<file path="config.mk">
export PLATFORM = sky130hd
export DESIGN_NAME = data_mem_arbiter
export DESIGN_NICKNAME = d
export VERILOG_FILES = /design/src/rtl/data_mem_arb_pkg.sv /design/src/rtl/data_mem_rr_arbiter.sv /design/src/rtl/data_mem_arbiter.sv
export SDC_FILE = /design/constraint.sdc
export NUM_CORES = 1
export LEC_CHECK = 0
export ABC_AREA = 1
export CAP_MARGIN = 20
export CORE_MARGIN = 2
export CORE_UTILIZATION = 40
export CTS_CLUSTER_DIAMETER = 50
export DETAILED_ROUTE_END_ITERATION = 6
export PLACE_DENSITY_LB_ADDON = 0.15
export SETUP_SLACK_MARGIN = 0.1
export SLEW_MARGIN = 20
export SYNTH_ARGS = -nofsm -noshare
export SYNTH_HDL_FRONTEND = slang
export SYNTH_SLANG_ARGS = --single-unit
</file>
<file path="constraint.sdc">
create_clock -name clock -period 2 [get_ports clock]
set_clock_uncertainty 0.2 [all_clocks]
set_input_delay 0.3 -clock clock [delete_from_list [all_inputs] [get_ports clock]]
set_output_delay 0.3 -clock clock [all_outputs]
set_load 0.01 [all_outputs]
</file>
<file path="src/rtl/data_mem_arb_pkg.sv">
// data_mem_arb_pkg: shared types for the data-memory arbiter
package data_mem_arb_pkg;
  localparam int DATA_MEM_ARB_NUM_REQ = 2;
  typedef enum logic [1:0] {IDLE, ACCESS, RESP} data_mem_arb_state_e;
  typedef struct packed {
    logic        rd;
    logic [15:0] addr;
    logic [15:0] wdata;
  } data_mem_req_s;
endpackage

</file>
<file path="src/rtl/data_mem_rr_arbiter.sv">
// data_mem_rr_arbiter: 2-way round-robin grant, evaluated only while en is high
module data_mem_rr_arbiter
  import data_mem_arb_pkg::*;
(
  input  logic                            clock,
  input  logic                            reset,
  input  logic                            en,
  input  logic [DATA_MEM_ARB_NUM_REQ-1:0] valid,
  output logic [DATA_MEM_ARB_NUM_REQ-1:0] grant
);
  logic last_grant;
  // On a tie the requester that did not win last time takes the port
  assign grant = !en ? 2'b00 : &valid ? (last_grant ? 2'b01 : 2'b10) : valid;
  always_ff @(posedge clock or negedge reset)
    if (!reset) last_grant <= 1'b1;
    else if (|grant) last_grant <= grant[1];
endmodule

</file>
<file path="src/rtl/data_mem_arbiter.sv">
// data_mem_arbiter: two-requester round-robin sequencer for the LC3 data-memory port
// Optional ACCESS timeout abort enabled by defining DATA_MEM_ARB_TIMEOUT_EN.
module data_mem_arbiter
  import data_mem_arb_pkg::*;
#(
  parameter int TIMEOUT_CYCLES = 16
) (
  input  logic        clock,
  input  logic        reset,
  input  logic        req0_valid,
  input  logic        req0_rd,
  input  logic [15:0] req0_addr,
  input  logic [15:0] req0_wdata,
  output logic        req0_ready,
  input  logic        req1_valid,
  input  logic        req1_rd,
  input  logic [15:0] req1_addr,
  input  logic [15:0] req1_wdata,
  output logic        req1_ready,
  output logic        rsp0_valid,
  output logic [15:0] rsp0_rdata,
  output logic        rsp0_err,
  output logic        rsp1_valid,
  output logic [15:0] rsp1_rdata,
  output logic        rsp1_err,
  output logic        Data_en,
  output logic        Data_rd,
  output logic [15:0] Data_addr,
  output logic [15:0] Data_din,
  input  logic [15:0] Data_dout,
  input  logic        complete_data
);
  data_mem_arb_state_e state, state_n;
  data_mem_req_s sel, req_q;
  logic [DATA_MEM_ARB_NUM_REQ-1:0] grant, rsp_v;
  logic gnt_q, accept, done, timeout, err_q;
  logic [15:0] rdata_q;
  data_mem_rr_arbiter u_rr (
    .clock(clock),
    .reset(reset),
    .en(state == IDLE),
    .valid({req1_valid, req0_valid}),
    .grant(grant)
  );
  assign req0_ready = grant[0];
  assign req1_ready = grant[1];
  assign accept = |grant;
  assign sel = grant[1] ? data_mem_req_s'{req1_rd, req1_addr, req1_wdata}
                        : data_mem_req_s'{req0_rd, req0_addr, req0_wdata};
`ifdef DATA_MEM_ARB_TIMEOUT_EN
  logic [7:0] cnt;
  // Counts ACCESS cycles already spent; zero on the first ACCESS cycle
  always_ff @(posedge clock or negedge reset)
    if (!reset) cnt <= 8'd0;
    else cnt <= state == ACCESS ? cnt + 8'd1 : 8'd0;
  assign timeout = cnt == 8'(TIMEOUT_CYCLES - 1);
`else
  assign timeout = 1'b0;
`endif
  assign done = state == ACCESS && (complete_data || timeout);
  always_comb begin
    state_n = state;
    if (state == IDLE && accept) state_n = ACCESS;
    if (done) state_n = RESP;
    if (state == RESP) state_n = IDLE;
  end
  always_ff @(posedge clock or negedge reset)
    if (!reset) state <= IDLE;
    else state <= state_n;
  always_ff @(posedge clock or negedge reset)
    if (!reset) begin
      Data_en <= 1'b0;
      req_q   <= '0;
      gnt_q   <= 1'b0;
      rsp_v   <= '0;
      rdata_q <= 16'h0;
      err_q   <= 1'b0;
    end else begin
      rsp_v <= '0;
      if (accept) begin
        Data_en <= 1'b1;
        req_q   <= sel;
        gnt_q   <= grant[1];
      end
      if (done) begin
        Data_en <= 1'b0;
        rsp_v   <= gnt_q ? 2'b10 : 2'b01;
        rdata_q <= req_q.rd && complete_data ? Data_dout : 16'h0;
        err_q   <= !complete_data;
      end
    end
  assign Data_rd    = req_q.rd;
  assign Data_addr  = req_q.addr;
  assign Data_din   = req_q.wdata;
  assign rsp0_valid = rsp_v[0];
  assign rsp1_valid = rsp_v[1];
  assign rsp0_rdata = rdata_q;
  assign rsp1_rdata = rdata_q;
  assign rsp0_err   = err_q;
  assign rsp1_err   = err_q;
endmodule
</file>
### After elaboration in Yosys (flattened, before gate mapping)

Index checks and enable logic that the tools add are counted.

* bits in registers: 57
* output and inout bits: 72
* word-level logic and storage cells: 33
* input port bits: 87

* reduce and logical (&&, ||, !) cells: 9
* multiplexer cells: 12
* equality and inequality tests: 2

Operators by type and width (count)
* $mux W33: 1
* $mux W16: 1
* $mux W2: 8
* $logic_and A1 B1 Y1: 3
* $reduce_bool A3 Y1: 1
* $eq A2 B1 Y1 const B: 1
* $eq A2 B2 Y1 const B: 1
* $logic_not A2 Y1: 1
* $mux W1: 2
* $reduce_and A2 Y1: 1
* $reduce_bool A2 Y1: 1
* $reduce_or A2 Y1: 1
* $logic_not A1 Y1: 1

### Logic depth before layout (Yosys ltp)

* depth in word-level cells: 8
* gate-level depth with buffers: 8

### Hierarchy

A second synthesis with hierarchy kept.

* cell total of the unflattened synthesis: 336
* area total of the unflattened synthesis: 2681.3 µm²

Modules (own cells, without submodules)
* data_mem_arbiter: instances 1, cells each 325, seq. area each 1401.3 µm², area an instance 2616.3 µm²
* data_mem_rr_arbiter: instances 1, cells each 11, seq. area each 26.3 µm², area an instance 65.1 µm²

### Worst setup path after synthesis

Ideal clock, no wire load.

* path type: register to output
* start point: register state[1]
* end point: output port req1_ready
* arrival: 1117 ps
* setup slack: 383 ps
* cell stages (with the launch flop): 6
* buffers on the path: 2
* cell sequence: dfrtp_1 nor2_4 nand2_2 buf_4 buf_2 inv_1

* cells in the longest elaborated chain, start to end: 2

Ends and longest elaborated chain
* start, declared: RTL line data_mem_arbiter.sv:33 `data_mem_arb_state_e state, state_n;`
* start signal, assigned: RTL line data_mem_arbiter.sv:69 `else state <= state_n;`
* $logic_not A2 Y1: RTL line data_mem_arbiter.sv:41 `.en(state == IDLE),`
* $mux W2: RTL line data_mem_rr_arbiter.sv:13 `assign grant = !en ? 2'b00 : &valid ? (last_grant ? 2'b01 : 2'b10) : valid;`
* end, declared: RTL line data_mem_arbiter.sv:19 `output logic req1_ready,`

Every way passes these cells.

### Final worst setup path

* start point: input port req0_valid
* end point: output port req1_ready

* cells in the longest elaborated chain, start to end: 3

Ends and longest elaborated chain
* start, declared: RTL line data_mem_arbiter.sv:10 `input logic req0_valid,`
* $reduce_and A2 Y1: RTL line data_mem_rr_arbiter.sv:13
* $mux W2 (2 in series): RTL line data_mem_rr_arbiter.sv:13

Every way passes these cells.

==> metrics.md <==
| Metric | Value |
|---|---|
| Final ANT Viol Nets | 0 |
| Setup TNS | 0 ns |
| Worst setup SP type | primary input |
| Clock Pin Slew Worst Setup and Hold Paths | 0.06 ns |
| CP cell instances | clkdlybuf4s50_1, a21oi_4, nand2_2, inv_1, dlygate4sd2_1 |
| Met3 wire length | between 500 and 600 microns |
| Die span in x | 90.5 microns |
| Worst slew margin | 0.681 |
| Min cycle time layout | around 1.8 ns |
| DR WL met2 | 3.94 mm |
| Area Overhead vs Synth | 58.7% |
| DR top layer | met4 |
| Internal reg-to-reg setup slack | 0.28 ns |
| Number of port buffers | 158 |
| CP Data Required Time | about 1.5 ns |
| Rows | 31 |
| Layout cells sized above 1 | 0.0688 |
| Status | complete, no violations |
| Endpoints failing setup | 0 |
| Vias | 2914 |
| Crit share post-route | 0.909 |
| Sinks on Clock Net | 57 |
| Io pins | 159 |
| Synthesized netlist cell count | roughly 400 |
| Critical Path Max Stage Delay | roughly 0.47 ns |
| Post-Place Cells | around 630 |
| Least-Margin Pin Slew | roughly 0.48 ns |
| Worst r2r src | u_rr.last_grant |
| Synth Cell Area | about 3000 sq um |
| Worst path bufs/invs | 3 |
| Final hold viol count | 0 |
| All-layer global routing usage | 0.202 |
| Post-place instance area | 4580 sq um |
| Capture point of the worst reg-to-reg path | Data_addr[15] |
| Lkg Pwr | 2.50 nW |
| Initial antenna violation count | 0 |
| WHS Endpoint | rsp_v[0] |
| Worst path slowest cell | clkdlybuf4s50_1 |
| Min-Delay Startpoint | gnt_q |
| Fin util | 0.654 |
| Area of the die | approximately 8200 sq um |
| Sequential share of the synthesized area | 0.477 |
| Initial core utilization | 0.412 |
| Initial DRC Count | between 100 and 150 |
| Hold crit path type | flop to flop |
| # H-tree levels | 3 |
| N_diodes | 0 |
| Slew Viols, Final | 0 |
| CP delay by family, top | buffers and inverters |
| Root Driver | clkbuf_8 |
| Yosys cell types | 19 |
| Yosys warns | 0 |
| Final Power | approximately 6.2 mW |
| Finished layout cell area | about 4700 sq um |
| CP Capture Type | output port |
| # fillers | roughly 650 |
| Worst-Skew Late Latency | between 0.3 and 0.4 ns |
| Max_cap viols | 0 |
| HPWL after DPL | 5.82 mm |
| Largest net degree at the start of global routing | a little under 60 |
| Pwr dens | approximately 1300 nW/um^2 |
| Metal-1 WL | 3.20 mm |
| RSZ-0062 raised after global routing | false |
| DRT Wirelength | around 7.8 mm |
| Post-DR vias/cell | ~4.5 |
| Number of global-route vias before repair | just under 3000 |
| Max IR drop VDD | approximately 0.00047 V |
| Die H | 90.5 microns |
| First-pass DRT Iterations | 5 |
| CP Class | primary input to output port |
| Mean Syn Cell Area | ~7.4 sq um |
| Residual DRC count | 0 |
| Yosys reg bits | 57 |
| First-pass GRT wire length | between 10 and 15 mm |
| GPL Wtd Cong | 0.743 |
| Min-Delay Path Depth | 1 |
| Fin nets | about 630 |
| Cells on worst reg2reg path | 7 |
| Syn_nets | about 500 |
| Crit-path max FO | 2 |
| Clock Tree Buf Depth | 2 |
| CTS tree | done |
| Register area | 1430 sq um |
| Multi-input logic area | roughly 1000 sq um |
| Routed length per instance | between 10 and 15 microns |
| Max Freq | about 0.55 GHz |
| Cell Count, Final, Fillers Out | ~650 |
| Grt total ovfl | 0 |
| Cts bufs inserted | 9 |
| Arrival time worst endpoint | approximately 1.3 ns |
| Core box area | ~7300 sq um |
-- synth_stat cells --
library cell    n  area (sq um)
a31oi_1         1          6.26
buf_6           4          45.0
inv_2           3          11.3
nand3_2         1          10.0
nand2_1       134           503
buf_2           3          15.0
nand3b_1        1          7.51
a21oi_4         1          16.3
clkbuf_1        8          30.0
o21ai_0         2          10.0
buf_4          21           158
dfrtp_1        56          1400
nor2_1          5          18.8
nand2_2         2          12.5
dfstp_2         1          26.3
inv_1          75           282
nor2_4          1          11.3
nor3_4          1          16.3
nand3_1        82           410
-- worst max-delay path by stage --
| stage | start | to | slack (ns) | depth (start not counted) |
|---|---|---|---|---|
| floorplan | state[1] | req1_ready | 0.38 | 5 |
| global placement | req0_valid | req1_ready | -0.08 | 5 |
| detailed placement | req1_valid | req1_ready | -0.1 | 6 |
| CTS | u_rr.last_grant | req0_ready | 0.07 | 5 |
| global route | req1_valid | req1_ready | 0.12 | 6 |
| finish | req0_valid | req1_ready | 0.18 | 5 |
-- power breakdown --
group          switching (mW)  internal (mW)  total, mW
logic                    1.56           1.68       3.24
clock network           0.436          0.475      0.912
registers               0.328           1.68       2.01
total                    2.32           3.83       6.16
-- worst register-to-register path, cell delays in order (launching register included) --
cell	delay, ns
dfstp_2	0.55
a21oi_4	0.06
nand2_2	0.06
buf_4	0.22
buf_4	0.28
nand2_1	0.08
nand3_1	0.09
nand2_1	0.06
-- cell usage in the layout, fill, tap and decap left out, types with 2 or more instances in the layout --
cell and n:
clkdlybuf4s50_1 155, nand2_1 134, nand3_1 82, inv_1 75, dfrtp_1 55, clkbuf_8 10
buf_4 7, nor2_1 5, clkinv_2 4, buf_12 4, inv_2 3, nand2_2 2
o21ai_0 2, clkbuf_1 2
-- metal layers --
layer  up-vias  GRT usage
li1       1482          -
met1      1309      0.236
met2       112      0.351
met3        11     0.0609
met4         0     0.0718
met5         -          0
-- cell families (layout without fill, tap and decap cells) --
logic type | count (synthesis) | in the layout | share of synthesized area
flip-flops | 57 | 57 | 0.477
AO/OA/AOI/OAI | 4 | 4 | 0.0109
AND/OR/NAND/NOR | 227 | 227 | 0.331
buffers and inverters | 114 | 264 | 0.181
-- through the flow --
stage          setup WS (ns)  hold WS, ns
2_1_floorplan          0.383       -0.196
3_3_place_gp         -0.0838        0.122
3_5_place_dp         -0.0971        0.127
4_1_cts               0.0664        0.234
5_1_grt                0.118        0.251
6_report               0.182        0.232
-- what timing repair did --
action,CTS,global route
endpoints found under the setup margin,2,1
hold buffers,1,0
buffers inserted,0,0
resized for setup,3,2
endpoints found under the hold margin,56,0
-- sequential cells by signal, summed over array words and instances (netlist names) --
name	cells
rsp_v	2
u_rr.last_grant	1
state	2
Data_en	1
Data_din	16
rsp0_rdata	16
Data_rd	1
gnt_q	1
rsp0_err	1
Data_addr	16
-- final cells by class --
| cell class | instances | share of cell area |
|---|---|---|
| well taps | 99 | 0.0261 |
| flip-flops and latches | 57 | 0.301 |
| inverters | 78 | 0.0617 |
| clock inverters | 4 | 0.00422 |
| repair buffers | 170 | 0.361 |
| clock buffers | 12 | 0.0306 |
| multi-input cells | 231 | 0.215 |
(Power assumes the default switching activity.)
